==> src/rtl/i2s_rx_multi.sv <==
// rtl/i2s_rx_multi.sv - Multi-line I2S / left-justified master receiver with word stream output
//
// Generates sclk_o/wsel_o from clk_i and deserialises LINES data lines per
// channel slot. Each completed set of words, tagged with its channel, moves
// into a holding bank. The bank drains one word per handshake on the
// data_o/valid_o/ready_i stream.
//
// Ports:
//   clk_i, rst_i            system clock, asynchronous active-high reset
//   en_i                    run enable for the serial engine (low = engine held in reset)
//   fmt_i                   0 = Philips I2S, 1 = left-justified
//   sdat_i[LINES]           serial data, bit n = line n
//   sclk_o, wsel_o          generated bit clock and word select (0 left, 1 right)
//   data_o, lr_chnl_o       received word and its channel
//   line_o, valid_o         source line of data_o, stream valid
//   ready_i                 consumer accepts the presented word
//   overrun_o, clr_ovr_i    sticky "undrained words dropped" flag and its clear
module i2s_rx_multi #(
    parameter int WORD_WIDTH = 16,
    parameter int SLOT_WIDTH = 32,
    parameter int SCLK_DIV   = 2,
    parameter int LINES      = 2,
    localparam int LW        = (LINES > 1) ? $clog2(LINES) : 1
) (
    input  logic                  clk_i,
    input  logic                  rst_i,
    input  logic                  en_i,
    input  logic                  fmt_i,
    input  logic [LINES-1:0]      sdat_i,
    output logic                  sclk_o,
    output logic                  wsel_o,
    output logic [WORD_WIDTH-1:0] data_o,
    output logic                  lr_chnl_o,
    output logic [LW-1:0]         line_o,
    output logic                  valid_o,
    input  logic                  ready_i,
    output logic                  overrun_o,
    input  logic                  clr_ovr_i
);

    localparam int PW = $clog2(SLOT_WIDTH);
    localparam int CW = (SCLK_DIV > 1) ? $clog2(SCLK_DIV) : 1;

    localparam logic [PW-1:0] POS_LAST  = PW'(SLOT_WIDTH - 1);
    localparam logic [CW-1:0] DIV_LAST  = CW'(SCLK_DIV - 1);
    localparam logic [LW-1:0] LINE_LAST = LW'(LINES - 1);

    logic [CW-1:0]         div_cnt;
    logic [PW-1:0]         pos;
    logic                  fmt_q;
    logic [WORD_WIDTH-1:0] shreg     [LINES];
    logic [WORD_WIDTH-1:0] word_next [LINES];
    logic [WORD_WIDTH-1:0] bank      [LINES];
    logic                  bank_lr;
    logic [LW-1:0]         idx;

    logic          div_tc;
    logic          rise;
    logic          fall;
    logic [PW-1:0] first_pos;
    logic [PW-1:0] last_pos;
    logic          in_word;
    logic          load;
    logic          xfer;
    logic          final_xfer;

    always_comb begin
        div_tc     = (div_cnt == DIV_LAST);
        rise       = en_i & div_tc & ~sclk_o;
        fall       = en_i & div_tc & sclk_o;
        // Philips I2S delays the MSB by one bit clock after the wsel edge.
        first_pos  = fmt_q ? '0 : PW'(1);
        last_pos   = first_pos + PW'(WORD_WIDTH - 1);
        in_word    = rise && (pos >= first_pos) && (pos <= last_pos);
        load       = rise && (pos == last_pos);
        xfer       = valid_o & ready_i;
        final_xfer = xfer && (idx == LINE_LAST);
        for (int n = 0; n < LINES; n++) begin
            word_next[n] = (shreg[n] << 1) | WORD_WIDTH'(sdat_i[n]);
        end
    end

    // Serial engine: divider, bit clock, slot position, word select, shifters.
    always_ff @(posedge clk_i or posedge rst_i) begin
        if (rst_i) begin
            div_cnt <= '0;
            sclk_o  <= 1'b0;
            pos     <= '0;
            wsel_o  <= 1'b0;
            fmt_q   <= 1'b0;
            for (int n = 0; n < LINES; n++) begin
                shreg[n] <= '0;
            end
        end else if (!en_i) begin
            div_cnt <= '0;
            sclk_o  <= 1'b0;
            pos     <= '0;
            wsel_o  <= 1'b0;
            fmt_q   <= fmt_i;
            for (int n = 0; n < LINES; n++) begin
                shreg[n] <= '0;
            end
        end else begin
            div_cnt <= div_tc ? '0 : div_cnt + 1'b1;
            if (div_tc) begin
                sclk_o <= ~sclk_o;
            end
            if (fall) begin
                if (pos == POS_LAST) begin
                    pos    <= '0;
                    wsel_o <= ~wsel_o;
                    // Format may only change at the start of a left slot so a
                    // frame is never split between two formats.
                    if (wsel_o) begin
                        fmt_q <= fmt_i;
                    end
                end else begin
                    pos <= pos + 1'b1;
                end
            end
            if (in_word) begin
                for (int n = 0; n < LINES; n++) begin
                    shreg[n] <= word_next[n];
                end
            end
        end
    end

    // Holding bank and output sequencer; keeps draining while en_i is low.
    always_ff @(posedge clk_i or posedge rst_i) begin
        if (rst_i) begin
            for (int n = 0; n < LINES; n++) begin
                bank[n] <= '0;
            end
            bank_lr   <= 1'b0;
            idx       <= '0;
            valid_o   <= 1'b0;
            overrun_o <= 1'b0;
        end else begin
            if (load) begin
                for (int n = 0; n < LINES; n++) begin
                    bank[n] <= word_next[n];
                end
                bank_lr <= wsel_o;
                idx     <= '0;
                valid_o <= 1'b1;
            end else if (xfer) begin
                if (idx == LINE_LAST) begin
                    valid_o <= 1'b0;
                end else begin
                    idx <= idx + 1'b1;
                end
            end
            // A load that lands on the final handshake of the old bank loses
            // nothing, so it is not an overrun.
            if (load && valid_o && !final_xfer) begin
                overrun_o <= 1'b1;
            end else if (clr_ovr_i) begin
                overrun_o <= 1'b0;
            end
        end
    end

    assign data_o    = bank[idx];
    assign lr_chnl_o = bank_lr;
    assign line_o    = idx;

endmodule

==> config.mk <==
export PLATFORM = sky130hd
export DESIGN_NAME = i2s_rx_multi
export DESIGN_NICKNAME = d
export VERILOG_FILES = /design/src/rtl/i2s_rx_multi.sv
export SDC_FILE = /design/constraint.sdc
export NUM_CORES = 1
export LEC_CHECK = 0
export ABC_CLOCK_PERIOD_IN_PS = 2800
export CAP_MARGIN = 20
export CORE_MARGIN = 1
export CORE_UTILIZATION = 52
export CTS_BUF_LIST = sky130_fd_sc_hd__clkbuf_8 sky130_fd_sc_hd__clkbuf_16
export DETAILED_ROUTE_END_ITERATION = 8
export GPL_ROUTABILITY_DRIVEN = 0
export GPL_TIMING_DRIVEN = 0
export PLACE_DENSITY = 0.78
export SYNTH_ARGS = -nofsm -noshare
export SYNTH_HDL_FRONTEND = slang
export SYNTH_SLANG_ARGS = --single-unit
==> constraint.sdc <==
create_clock -name clk_i -period 2.8 [get_ports clk_i]
set_input_delay 0.84 -clock clk_i [delete_from_list [all_inputs] [get_ports clk_i]]
set_output_delay 0.84 -clock clk_i [all_outputs]
set_load 0.1 [all_outputs]
* Yosys cells after proc, flatten, opt, wreduce, memory -nomap -nowiden
Cells that the tools add are included.
** Operators by class
- Add/subtract/negate cells :: 4
- $lt $le $gt $ge :: 3
- Eq/ne operators :: 7
- Muxes and demuxes :: 28
- Bitwise operators :: 9
- Reductions and logical operators :: 13
** Operators by type and width (count)
- two-way mux 31 bit :: 2
- two-way mux 16 bit :: 3
- OR 16 x 1 -> 16 bit :: 2
- two-way mux 1 bit :: 20
- two-way mux 5 bit :: 3
- inequality test 2 x 1 -> 1 bit (second input constant) :: 5
- logical AND 1 bit :: 6
- nonzero test 2 bit :: 3
- adder 1 x 4 -> 5 bit (second input constant) :: 1
- adder 5 x 1 -> 5 bit (second input constant) :: 1
- == test 5 bit :: 1
- == test 5 bit (second input constant) :: 1
- >= comparator 5 x 1 -> 1 bit :: 1
- less-or-equal comparator 5 bit :: 1
- bitwise AND 1 bit :: 4
- AND reduction 2 bit :: 2
- AND reduction 3 bit :: 1
- adder 1 bit (second input constant) :: 2
- >= comparator 2 bit (second input constant) :: 1
- NOT 1 bit :: 2
- NOT 1 -> 2 bit :: 1
- logical NOT 1 bit :: 1
** Word-level totals
- Register bits after elaboration :: 75
- Input port bits :: 8
- Word-level logic and storage cells :: 77

* Depth between registers and ports, before layout
- Depth after elaboration :: 7
- Gate-level depth with buffers :: 9
- Gate-level depth less buffers :: 7

* Worst setup path after synthesis
OpenSTA, ideal clock, no wires.
- Kind :: register -> output
- Start point :: reg idx (netlist: line_o)
- End point :: out data_o[10]
- Data arrival time :: 2.102 ns
- Path slack :: -0.142 ns
- Cell stages (with the launch flop) :: 4
- Buffers on the path :: 2
- Cells stage by stage :: dfrtp_1 clkbuf_1 buf_2 mux2_2
** On the way
- Word-level cells in the longest chain between the ends :: 4
** RTL lines
- start, declared :: RTL line 55 : logic [LW-1:0] idx;
- start signal, assigned :: RTL line 151 : idx <= idx + 1'b1;
- NOT 1 -> 2 bit (not written as such) :: RTL line 164 : assign data_o = bank[idx];
- two-way mux 16 bit (not written as such) (3 in a row) :: RTL line 164
- end, declared :: RTL line 32 : output logic [WORD_WIDTH-1:0] data_o,
No other way between the ends. The select of a mux whose other input is x is not followed.

* Final worst setup path
- Start point :: reg wsel_o
- End point :: out wsel_o
** RTL lines
- start, declared :: RTL line 31 : output logic wsel_o,
- start signal, assigned :: RTL line 111 : wsel_o <= ~wsel_o;
No word-level cell between the ends.

==> flow_metrics.tcl <==
set metrics [dict create \
    status "finished clean" \
    vias 2074 \
    drv_cap 0 \
    p_clk_share_pct 39.9 \
    rsz0062_at_grt "false" \
    setup_violations 0 \
    hp-class "reg2reg" \
    multiInputGateArea_sq_um 1370 \
    crit_fanout 4 \
    wl_per_cell_um 15.6 \
    drt-initial-drc-count 61 \
    grt_usage_pct 19.2 \
    pwr-share-seq_pct 44.1 \
    yosysTopAreaCell "dfrtp_1" \
    numPortBuffers 29 \
    worst_ep_required_time_ns 1.96 \
    ant_nets 0 \
    crit_chain "clkdlybuf4s50_1" \
    ys_warn_count 0 \
    p_comb_share_pct 16.0 \
    crit_arrival_ns 1.91 \
    antenna_found_initial 0 \
    slew_headroom_pct 34.5 \
    grt_pass1_wl_um 10300 \
    die_area_sq_um 6900 \
    layout_commonest_cell "dfrtp_1" \
    totalWireLength_um 5980 \
    coreArea_sq_um 6350 \
    start_util_pct 53.9 \
    area_growth_pct 18.6 \
    fin_crit_ns 2.75 \
    yosysSeqAreaShare_pct 54.9 \
    hold_violations 0 \
    post_cts_buffers 0 \
    dr.pass1.iters 4 \
    cp.buffers_inverters 1 \
    ys_seq_elements 75 \
    holdBufCountCts 0 \
    period_share_pct 98.4 \
    ir_worst_vdd_mv 0.577 \
    final_max_slew_viol_count 0 \
    avgSynthCellArea_sq_um 13.1 \
    clockRootBuffer "clkbuf_8" \
    postPlaceCellArea_sq_um 3830 \
    io-pin-count 30 \
    grt_pass1_vias 2100 \
    slowest_delay_ns 1.16 \
    synth_area_sq_um 3420 \
    vias_per_cell 5.40 \
    cp_slowest_cell "clkdlybuf4s50_1" \
    cts_tree "yes" \
    h-tree-depth 3 \
    drc 0 \
    netlist-cell-type-count 35 \
    drive_gt1_share_pct 24.8 \
    fmax_mhz 363 \
    fin_skew_ns 0.0114 \
    syn_nets 277 \
    clock_latency_ns 0.35 \
    final_cell_mix "dfrtp_1 (74), nand2_1 (36), mux2i_1 (30), mux2_1 (27), mux2_2 (22)" \
    syn-instance-count 261 \
    antenna-diode-count 0 \
    nFillCells 492 \
    register_area_sq_um 1880 \
    end_kind "primary output" \
    p_sw_share_pct 27.5 \
    clock_sinks 75 \
    grt_max_degree 44 \
    grt_overflow 0 \
    die_w_um 83.1 \
    p_int_mw 1.84 \
    nets 318 \
    critPathTopFamily "buffers and inverters" \
    worst_pin_slew_ns 0.979 \
    clkTransAtPathRegs_ns 0.08 \
    p_per_area_nw_per_um2 627 \
    power.net_switching_uw 699 \
    row_count 29 \
    setup_tns_ns 0 \
    synth.area.top_cells "dfrtp_1 (55%), mux2_1 (8.9%), mux2i_1 (8.8%)" \
    synth_top_area_share_pct 54.9 \
    cts_buffers 9 \
    power.leakage_nw 1.96 \
    critPathKind "reg2out" \
    start_kind "flip-flop" \
    hpwlAfterDp_um 4140 \
    die_h_um 83.1 \
    final_area_sq_um 4060 \
    clk_path_buf_depth 2 \
    total_power_mw 2.54 \
]
## power groups by stage
stage | clock [mW] | sequential, mW | combinational [mW]
floorplan | 0 | 1.22 | 0.234
global placement | 0 | 1.14 | 0.400
detailed placement | 0 | 1.14 | 0.411
CTS | 1.02 | 1.12 | 0.416
global route | 1.08 | 1.12 | 0.438
finish | 1.01 | 1.12 | 0.407
## state kept, by name, summed over array words and instances, names as in the netlist
register   cells
pos            5
wsel_o         1
lr_chnl_o      1
overrun_o      1
div_cnt        1
line_o         1
fmt_q          1
bank          32
shreg         30
valid_o        1
sclk_o         1
## cell usage after synthesis
master	n
and3_2	1
dfrtp_1	75
clkbuf_4	1
a31oi_2	1
and3b_1	1
buf_6	7
buf_4	1
ha_1	8
a21boi_0	4
nor3b_1	1
xnor2_1	1
nor2_1	2
or4b_1	2
nand2_1	36
clkbuf_8	3
nand3_1	5
nor3_1	2
clkbuf_1	1
nand4_1	1
mux2_1	27
a31oi_1	1
o21ai_0	6
and3_1	1
nor4_4	1
mux2_2	22
inv_1	7
and2_1	2
xor2_1	1
nor3_2	1
a21o_1	1
a21oi_1	3
clkbuf_2	1
nor2b_1	3
buf_2	1
mux2i_1	30
## logic make-up (layout without fill, tap and decap cells)
kind of cell / count (synthesis) / in the layout / synth area share (%)
adder cells (fa/ha/maj): 8 / 8 / 2.93
AO/OA/AOI/OAI: 16 / 16 / 2.96
buffers and inverters: 22 / 68 / 5.12
AND/OR/NAND/NOR: 59 / 59 / 8.67
XOR/XNOR: 2 / 2 / 0.512
flip-flops: 75 / 75 / 54.9
multiplexers: 79 / 79 / 24.9
## final cells by class
cell class | count | area share [%]
plain buffers | 15 | 3.76
clock buffers | 9 | 3.05
clock inverters | 7 | 3.05
repair buffers | 30 | 7.03
multi-input cells | 164 | 33.7
flip-flops and latches | 75 | 46.3
well taps | 77 | 2.38
inverters | 7 | 0.709
## final timing paths
kind | endpoint | cells after the start | slack, ns | start
worst max-delay path | wsel_o | 1 | 0.05 | wsel_o
worst min-delay path | bank[26] | 1 | 0.49 | bank[26]
worst max register to register | bank[14] | 8 | 0.57 | fmt_q
worst min register to register | bank[26] | 1 | 0.49 | bank[26]
max in group asynchronous | bank[10] | 3 | 1.40 | rst_i
min in group asynchronous | shreg[16] | 2 | 0.84 | rst_i
## per-layer routing
metal / share of wire, % / up-vias / routed length [um] / GRT usage [%]
met3: 3.5 / 6 / 209 / 5.77
li1: - / 999 / - / -
met2: 47 / 46 / 2830 / 30.4
met5: 0 / - / 0 / 0
met1: 48 / 1023 / 2880 / 25.8
met4: 1.0 / 0 / 61 / 5.17
## through the flow
step                std cells  utilization (%)  hold WS [ns]  setup WS, ns
finish                    384             63.9         0.487        0.0460
global route              384             63.9         0.508       0.00345
CTS                       384             63.8         0.488        0.0390
detailed placement        368             60.3         0.470        -0.569
global placement          367             60.0         0.461         -1.41
floorplan                 261                -         0.452        -0.118
## repair_timing
action                                 4_1_cts  5_1_grt
setup endpoints to repair                   16        8
pin swaps                                    0        0
resized for setup                           66        3
endpoints found under the hold margin        0        0
Power figures use the tool's default switching activity.
